## config.mk

```make
export PLATFORM = sky130hd
export DESIGN_NAME = bsg_priority_encode_one_hot_rr_pipe
export DESIGN_NICKNAME = d
export VERILOG_FILES = /design/src/rtl/bsg_prio_enc_pkg.sv /design/src/rtl/bsg_rotate_priority_one_hot.sv /design/src/rtl/bsg_priority_encode_one_hot_rr_pipe.sv
export SDC_FILE = /design/constraint.sdc
export NUM_CORES = 1
export LEC_CHECK = 0
export ABC_AREA = 1
export CAP_MARGIN = 30
export CORE_ASPECT_RATIO = 2
export CORE_MARGIN = 1
export CORE_UTILIZATION = 35
export DETAILED_ROUTE_END_ITERATION = 12
export DONT_BUFFER_PORTS = 1
export GPL_ROUTABILITY_DRIVEN = 0
export PLACE_DENSITY_LB_ADDON = 0.3
export SYNTH_ARGS = -nofsm -noshare
export SYNTH_HDL_FRONTEND = slang
export SYNTH_SLANG_ARGS = --single-unit
```

## constraint.sdc

```tcl
create_clock -name clk_i -period 13.2 [get_ports clk_i]
set_input_delay 2.64 -clock clk_i [delete_from_list [all_inputs] [get_ports clk_i]]
set_output_delay 2.64 -clock clk_i [all_outputs]
set_load 0.01 [all_outputs]
```

## src/rtl/bsg_prio_enc_pkg.sv

```systemverilog
// Shared types and constants for the registered one-hot priority encoder/arbiter.
package bsg_prio_enc_pkg;

    typedef enum logic {
        e_fixed = 1'b0,
        e_rr    = 1'b1
    } prio_mode_e;

    localparam int unsigned StatsCntWidth = 16;

    localparam logic DirLoToHi = 1'b1;
    localparam logic DirHiToLo = 1'b0;

    function automatic int unsigned safe_clog2(input int unsigned n);
        return (n > 1) ? $clog2(n) : 1;
    endfunction

endpackage

```

## src/rtl/bsg_rotate_priority_one_hot.sv

```systemverilog
// Combinational rotating priority search: first set bit from start_i in the chosen
// direction, wrapping modulo width_p.
module bsg_rotate_priority_one_hot
    import bsg_prio_enc_pkg::*;
#(
    parameter int unsigned width_p    = 16,
    parameter int unsigned id_width_p = safe_clog2(width_p)
) (
    input  logic [width_p-1:0]    reqs_i,
    input  logic [id_width_p-1:0] start_i,
    input  logic                  lo_to_hi_i,
    output logic [width_p-1:0]    grant_o,
    output logic [id_width_p-1:0] id_o,
    output logic                  any_o
);

    int unsigned idx;

    always_comb begin
        grant_o = '0;
        id_o    = '0;
        any_o   = 1'b0;
        idx     = 0;
        for (int unsigned k = 0; k < width_p; k++) begin
            if (lo_to_hi_i == DirLoToHi) begin
                idx = (32'(start_i) + k) % width_p;
            end else begin
                idx = (32'(start_i) + width_p - k) % width_p;
            end
            if (!any_o && reqs_i[idx[id_width_p-1:0]]) begin
                any_o                        = 1'b1;
                grant_o[idx[id_width_p-1:0]] = 1'b1;
                id_o                         = idx[id_width_p-1:0];
            end
        end
    end

endmodule

```

## src/rtl/bsg_priority_encode_one_hot_rr_pipe.sv

```systemverilog
// Registered fixed/round-robin one-hot priority encoder with valid/ready-and input and
// valid/yumi output. Define BSG_PRIO_ENC_STATS_EN to add saturating grant/drop counters.
module bsg_priority_encode_one_hot_rr_pipe
    import bsg_prio_enc_pkg::*;
#(
    parameter int unsigned  width_p     = 16,
    parameter int unsigned  lo_to_hi_p  = 1,
    parameter int unsigned  rr_init_p   = 0,
    localparam int unsigned id_width_lp = safe_clog2(width_p)
) (
    input  logic                     clk_i,
    input  logic                     reset_n_i,
    input  logic                     v_i,
    input  logic [width_p-1:0]       reqs_i,
    input  logic                     rr_en_i,
    output logic                     ready_and_o,
    output logic                     v_o,
    output logic [width_p-1:0]       grant_one_hot_o,
    output logic [id_width_lp-1:0]   grant_id_o,
`ifdef BSG_PRIO_ENC_STATS_EN
    output logic [StatsCntWidth-1:0] grant_count_o,
    output logic [StatsCntWidth-1:0] drop_count_o,
`endif
    input  logic                     yumi_i
);

    localparam logic                   Dir        = (lo_to_hi_p != 0) ? DirLoToHi : DirHiToLo;
    localparam logic [id_width_lp-1:0] FixedStart = (lo_to_hi_p != 0) ? '0
                                                    : id_width_lp'(width_p - 1);
    localparam logic [id_width_lp-1:0] PtrInit    = id_width_lp'(rr_init_p);
    localparam logic [id_width_lp-1:0] IdMax      = id_width_lp'(width_p - 1);

    prio_mode_e               mode;
    logic                     accept;
    logic                     v_q, v_d;
    logic [width_p-1:0]       grant_q, grant_d;
    logic [id_width_lp-1:0]   id_q, id_d;
    logic [id_width_lp-1:0]   ptr_q, ptr_d, ptr_next;
    logic [id_width_lp-1:0]   start;
    logic [width_p-1:0]       enc_grant;
    logic [id_width_lp-1:0]   enc_id;
    logic                     enc_any;

    assign mode        = rr_en_i ? e_rr : e_fixed;
    assign ready_and_o = ~v_q | yumi_i;
    assign accept      = v_i & ready_and_o;
    assign start       = (mode == e_rr) ? ptr_q : FixedStart;

    bsg_rotate_priority_one_hot #(
        .width_p    (width_p),
        .id_width_p (id_width_lp)
    ) u_search (
        .reqs_i     (reqs_i),
        .start_i    (start),
        .lo_to_hi_i (Dir),
        .grant_o    (enc_grant),
        .id_o       (enc_id),
        .any_o      (enc_any)
    );

    // Pointer moves one past the winner in the search direction, wrapping.
    always_comb begin
        if (Dir == DirLoToHi) begin
            ptr_next = (enc_id == IdMax) ? '0 : enc_id + id_width_lp'(1);
        end else begin
            ptr_next = (enc_id == '0) ? IdMax : enc_id - id_width_lp'(1);
        end
    end

    always_comb begin
        v_d     = v_q;
        grant_d = grant_q;
        id_d    = id_q;
        ptr_d   = ptr_q;
        if (accept) begin
            // An empty vector is consumed but loads nothing.
            v_d = enc_any;
            if (enc_any) begin
                grant_d = enc_grant;
                id_d    = enc_id;
                if (mode == e_rr) begin
                    ptr_d = ptr_next;
                end
            end
        end else if (yumi_i) begin
            v_d = 1'b0;
        end
    end

    always_ff @(posedge clk_i) begin
        if (!reset_n_i) begin
            v_q     <= 1'b0;
            grant_q <= '0;
            id_q    <= '0;
            ptr_q   <= PtrInit;
        end else begin
            v_q     <= v_d;
            grant_q <= grant_d;
            id_q    <= id_d;
            ptr_q   <= ptr_d;
        end
    end

    assign v_o             = v_q;
    assign grant_one_hot_o = grant_q;
    assign grant_id_o      = id_q;

`ifdef BSG_PRIO_ENC_STATS_EN
    logic [StatsCntWidth-1:0] grant_cnt_q, grant_cnt_d;
    logic [StatsCntWidth-1:0] drop_cnt_q, drop_cnt_d;

    always_comb begin
        grant_cnt_d = grant_cnt_q;
        drop_cnt_d  = drop_cnt_q;
        if (accept && enc_any && (grant_cnt_q != '1)) begin
            grant_cnt_d = grant_cnt_q + StatsCntWidth'(1);
        end
        if (accept && !enc_any && (drop_cnt_q != '1)) begin
            drop_cnt_d = drop_cnt_q + StatsCntWidth'(1);
        end
    end

    always_ff @(posedge clk_i) begin
        if (!reset_n_i) begin
            grant_cnt_q <= '0;
            drop_cnt_q  <= '0;
        end else begin
            grant_cnt_q <= grant_cnt_d;
            drop_cnt_q  <= drop_cnt_d;
        end
    end

    assign grant_count_o = grant_cnt_q;
    assign drop_count_o  = drop_cnt_q;
`endif

    // Consumer must not take an output that is not there.
    a_yumi_needs_valid : assert property (@(posedge clk_i) disable iff (!reset_n_i)
                                          yumi_i |-> v_q);

endmodule

```

# == Word level (Yosys, flattened, before mapping) ==
# Cells that the tools add are included.
# classes
addsub,16
n_lt_le_gt_ge,32
n_eq_ne,1
muxes,117
bitwise_logic,18
reduce_logical,49
# op_table
operator,count
16-bit 2-to-1 mux,16
16-bit bitwise OR,15
4-bit by 5-bit less-than comparator with 1-bit output (second input constant),16
4-bit 2-to-1 mux,18
1-bit binary-select mux with 4-bit select,16
1-bit demux with 4-bit select,16
4-bit by 1-bit >= comparator with 1-bit output (second input constant),16
1-bit 2-to-1 mux,51
4-bit adder (second input constant),8
1-bit logical AND,31
4-bit by 3-bit adder with 4-bit output (second input constant),4
1-bit zero test,15
4-bit by 1-bit adder with 4-bit output (second input constant),2
4-bit by 2-bit adder with 4-bit output (second input constant),2
4-bit equality test (second input constant),1
3-bit AND reduction,1
2-bit AND reduction,1
2-bit nonzero test,1
1-bit AND,1
1-bit inverter,1
1-bit bitwise OR,1
# totals
reg_bits,25
out_inout_bits,22

# == Logic depth before layout (Yosys ltp) ==
# logic_depth
ltp_word,52
mapped_depth,35
depth_no_buf,33

# == Modules after synthesis ==
# A second synthesis with hierarchy kept.
# hier_totals
cells_unflattened,1162
hier_area_um2,5906.9
# modules_own_cells
module,instances,cells_each,area_per_inst_um2,seq_area_each_um2
bsg_rotate_priority_one_hot,1,1031,4852.2,0.0
bsg_priority_encode_one_hot_rr_pipe,1,131,1054.8,500.5

# == Least setup slack after synthesis ==
# OpenSTA, ideal clock, no wires.
# synth_timing
path_type,in2reg
from,input rr_en_i
to,register ptr_q[0]
setup_time_ns,0.116
t_arrival_ns,5.947
t_required_ns,13.084
setup_slack_ns,7.136
cell_stages,29
path_buffers,4
path_cell_list,buf_6 buf_2 nand2_1 ha_1 inv_1 clkbuf_1 nand3_1 nand3_1 nand3_1 nand2_1 nand4_2 nor2_4 nand4_4 nor3_4 nand3_2 nor2_1 nand2_1 nor2_1 buf_4 nand2_1 nand3_1 ha_1 nand2_1 inv_1 nand3_1 nand2_1 inv_1 nand2_1 a21oi_1
# synth_between
elab_chain_cells,52
# synth_rtl
item,line_no,rtl
start: declaration,bsg_priority_encode_one_hot_rr_pipe.sv:15,"input logic rr_en_i,"
1-bit 2-to-1 mux (*),bsg_priority_encode_one_hot_rr_pipe.sv:44,assign mode = rr_en_i ? e_rr : e_fixed;
4-bit 2-to-1 mux (*),bsg_priority_encode_one_hot_rr_pipe.sv:47,assign start = (mode == e_rr) ? ptr_q : FixedStart;
"parallel branches: the longest is 47 deep, another holds 4-bit by 1-bit adder with 4-bit output",n/a,
4-bit 2-to-1 mux (*),bsg_rotate_priority_one_hot.sv:30,if (!any_o && reqs_i[idx[id_width_p-1:0]]) begin
via enc_id[1],bsg_priority_encode_one_hot_rr_pipe.sv:41,logic [id_width_lp-1:0] enc_id;
4-bit equality test (*),bsg_priority_encode_one_hot_rr_pipe.sv:64,ptr_next = (enc_id == IdMax) ? '0 : enc_id + id_width_lp'(1);
4-bit 2-to-1 mux (*),bsg_priority_encode_one_hot_rr_pipe.sv:64,
end signal: assignment,bsg_priority_encode_one_hot_rr_pipe.sv:95,ptr_q <= PtrInit;
end signal: assignment,bsg_priority_encode_one_hot_rr_pipe.sv:100,ptr_q <= ptr_d;
end: declaration,bsg_priority_encode_one_hot_rr_pipe.sv:38,"logic [id_width_lp-1:0] ptr_q, ptr_d, ptr_next;"
# Mark *: on every way through the listed nets, which the timed path passes. The select of a mux whose other input is x is not followed.
# A chain may end at the register's enable or synchronous reset.

# == Worst setup path in the final report ==
# layout_timing
from,input rr_en_i
to,register grant_q[0] (netlist: grant_one_hot_o[0])
# layout_between
elab_chain_cells,51
# layout_rtl
item,line_no,rtl
1-bit 2-to-1 mux (*),bsg_priority_encode_one_hot_rr_pipe.sv:44,
4-bit 2-to-1 mux (*),bsg_priority_encode_one_hot_rr_pipe.sv:47,
"parallel branches: the longest is 49 deep, another holds 4-bit by 5-bit less-than comparator with 1-bit output",n/a,
end signal: assignment,bsg_priority_encode_one_hot_rr_pipe.sv:98,grant_q <= grant_d;
end: declaration,bsg_priority_encode_one_hot_rr_pipe.sv:36,"logic [width_p-1:0] grant_q, grant_d;"
# Every way passes the cells marked *. The select of a mux whose other input is x is not followed.

==> results_dict.tcl <==
set metrics [dict create \
    tns_ps 0 \
    rows 61 \
    power_density_nw_per_um2 71.61 \
    port_buffers 0 \
    clkSinkCount 25 \
    vias_per_cell 6.432 \
    vias 7210 \
    io_pins 43 \
    rsz0062_at_grt "false" \
    cts_tree "done" \
    grt_overflow_total 0 \
    cts_setup_buffers 0 \
    finalWorstSetupSlack_ps 5270 \
    ys_seq_elements 25 \
    crit_type "primary input to flop" \
    wl_per_cell_um 23.90 \
    core_um2 14040 \
    ant_nets 0 \
    status "finished, final reports clean" \
    synth_cell_types 42 \
    drt_pass1_iterations 6 \
    netlist_instances 973 \
    finalSetupViolCount 0 \
    postPlaceCellArea_um2 5096 \
    synth_seq_area_share 0.09860 \
    synth_area_per_cell_um2 5.217 \
    stdcell_area_um2 5176 \
    wl_met1_um 8431 \
    syn_nets 1008 \
    postCtsResizedCells 0 \
    nFillCells 1668 \
    leakage_nw 2.211 \
    track_usage 0.3641 \
    hp-class "flop to flop" \
    cp.required_ps 13320 \
    syn_to_final_growth_pct 1.972 \
    grt_max_degree 41 \
    drt_wl_total_um 26790 \
    antenna_cells 0 \
    worstSetupEndpointType "flop" \
    cap_violations 0 \
    p_int_w 0.0001724 \
    drc_errors 0 \
    ctsHoldBuffers 0 \
    vdd_drop_max_mv 0.05455 \
    start_kind "primary input" \
    antenna_found_initial 0 \
    netlist_area_um2 5076 \
    grt_pass1_vias 6678 \
    max_slew_margin 0.2621 \
    yosysWarnings 0 \
    period_minus_slack_ps 7930 \
    arrival_ps 8050 \
    switchingPower_w 0.0001983 \
    dp_slack_ps 5438 \
    post-route-period-util 0.6008 \
    cts_made_buffers 3 \
    crit_path_max_fanout 22 \
    drt_iter0_drc 1205 \
    hpwl_um 18220 \
    tightestPinTransition_ps 1107 \
    maxSlewViolCount 0 \
    clkTransAtPathRegs_ps 70 \
    clkLatencyLatePin_ps 270 \
    die-area_um2 15020 \
    fin_skew_ps 6.563 \
    cts_root_buffer "clkbuf_16" \
    p_comb_frac 0.572 \
    power_w 0.0003707 \
    route.met2.wl_um 11910 \
    fmax_mhz 126.1 \
    met3_length_um 3192 \
    layout-drive-gt1-share 0.05365 \
    hold_violations 0 \
    sw_frac_of_total 0.5349 \
    pwr-share-clk 0.187 \
    initial_utilization 0.3615 \
    fp.dieW_um 87.16 \
    nNetsFinal 968 \
    seq_power_share 0.241 \
    fp.dieH_um 172.3 \
    ctsHtreeMaxLevel 1 \
    max-clock-path-buffers 2 \
    routed.top_layer "met4" \
    grt_pass1_wl_um 39730 \
]
[layout make-up]
class	instances	area [µm²]	area share
multi-input cells	817	4011	0.7750
flip-flops and latches	25	500.5	0.09669
inverters	81	310.3	0.05995
well taps	189	236.5	0.04569
clock inverters	1	5.005	0.0009669
clock buffers	3	75.07	0.01450
repair buffers	5	37.54	0.007252
[worst paths after layout]
path,startpoint,depth (start not counted),slack (ps),endpoint
max,rr_en_i,20,5270,grant_one_hot_o[0]
min reg2reg,ptr_q[3],2,500,ptr_q[3]
max reg2reg,ptr_q[0],20,6890,grant_one_hot_o[0]
min,ptr_q[3],2,500,ptr_q[3]
[through the flow]
step / utilization / hold WS, ps / std cells
2_1_floorplan: - / 476.7 / 973
3_3_place_gp: 0.3623 / 496.3 / 1116
3_5_place_dp: 0.3629 / 496.4 / 1117
4_1_cts: 0.3686 / 506.9 / 1121
5_1_grt: 0.3686 / 525.2 / 1121
6_report: 0.3686 / 502.9 / 1121
[registers in the layout, indices dropped and copies added (netlist names)]
name and count:
v_o 1, grant_one_hot_o 16, grant_id_o 4, ptr_q 4
[power by group through the flow]
stage	Sequential, W	Clock (W)	Combinational (W)
3_5_place_dp	0.0000910	0	0.000194
2_1_floorplan	0.0000881	0	0.000147
4_1_cts	0.0000893	0.0000699	0.000195
5_1_grt	0.0000899	0.0000730	0.000226
6_report	0.0000892	0.0000694	0.000212
3_3_place_gp	0.0000909	0	0.000195
[synth_stat cells (all sizes together)]
| cell type | n | area (µm²) |
|---|---|---|
| nor2 | 148 | 568.0 |
| and2 | 3 | 18.77 |
| o211ai | 15 | 112.6 |
| clkinv | 4 | 21.27 |
| o21ai | 34 | 170.2 |
| nand3 | 130 | 665.6 |
| or3 | 1 | 6.260 |
| a31oi | 1 | 6.260 |
| nand2 | 321 | 1220 |
| o221ai | 3 | 26.28 |
| a41oi | 15 | 206.5 |
| o2111ai | 12 | 105.1 |
| a21oi | 69 | 352.8 |
| inv | 77 | 289.0 |
| o21a | 1 | 7.510 |
| dfxtp | 25 | 500.5 |
| xor2 | 2 | 25.03 |
| or2 | 1 | 6.260 |
| buf | 18 | 137.6 |
| clkbuf | 32 | 120.1 |
| nand4 | 25 | 183.9 |
| ha | 14 | 175.2 |
| o22ai | 16 | 100.1 |
| nor3 | 6 | 51.30 |
[metal layers]
layer	vias up	GRT usage
met5	-	0.01818
met1	3251	0.3628
met3	218	0.1432
li1	3174	-
met2	567	0.5786
met4	0	0.3186
[cell families after synthesis]
group,synth area share
flops,0.09860
buf+inv,0.1119
simple gates,0.5359
compound gates,0.2142
fa+ha+maj,0.03451
xor+xnor,0.004931
[layout by cell type, fill, tap and decap left out, types with 2 or more instances in the layout]
master,instances
a21oi_1,66
a21oi_2,3
a41oi_1,5
a41oi_2,10
and2_1,3
buf_4,5
clkbuf_16,3
clkinv_1,2
clkinv_2,2
dfxtp_1,25
ha_1,14
inv_1,69
inv_2,8
nand2_1,317
nand2_2,3
nand3_1,127
nand3_2,3
nand4_1,22
nand4_2,2
nor2_1,145
nor2_2,2
nor3_1,3
nor3_2,2
o2111ai_1,12
o211ai_1,15
o21ai_0,30
o21ai_1,4
o221ai_1,3
o22ai_1,16
[critical path: stages]
cell and delay, ps:
nand2_1 300, inv_2 370, ha_1 660, nor2_2 80
nor2_1 570, nand3_1 230, nand3_1 140, nand2_1 100
inv_1 140, nor2_1 70, nand2_1 180, clkinv_1 580
a21oi_1 320, o211ai_1 120, a21oi_1 130, nand4_1 320
a21oi_1 230, o2111ai_1 390, a21oi_1 340, a41oi_2 120
Power figures use the tool's default switching activity.
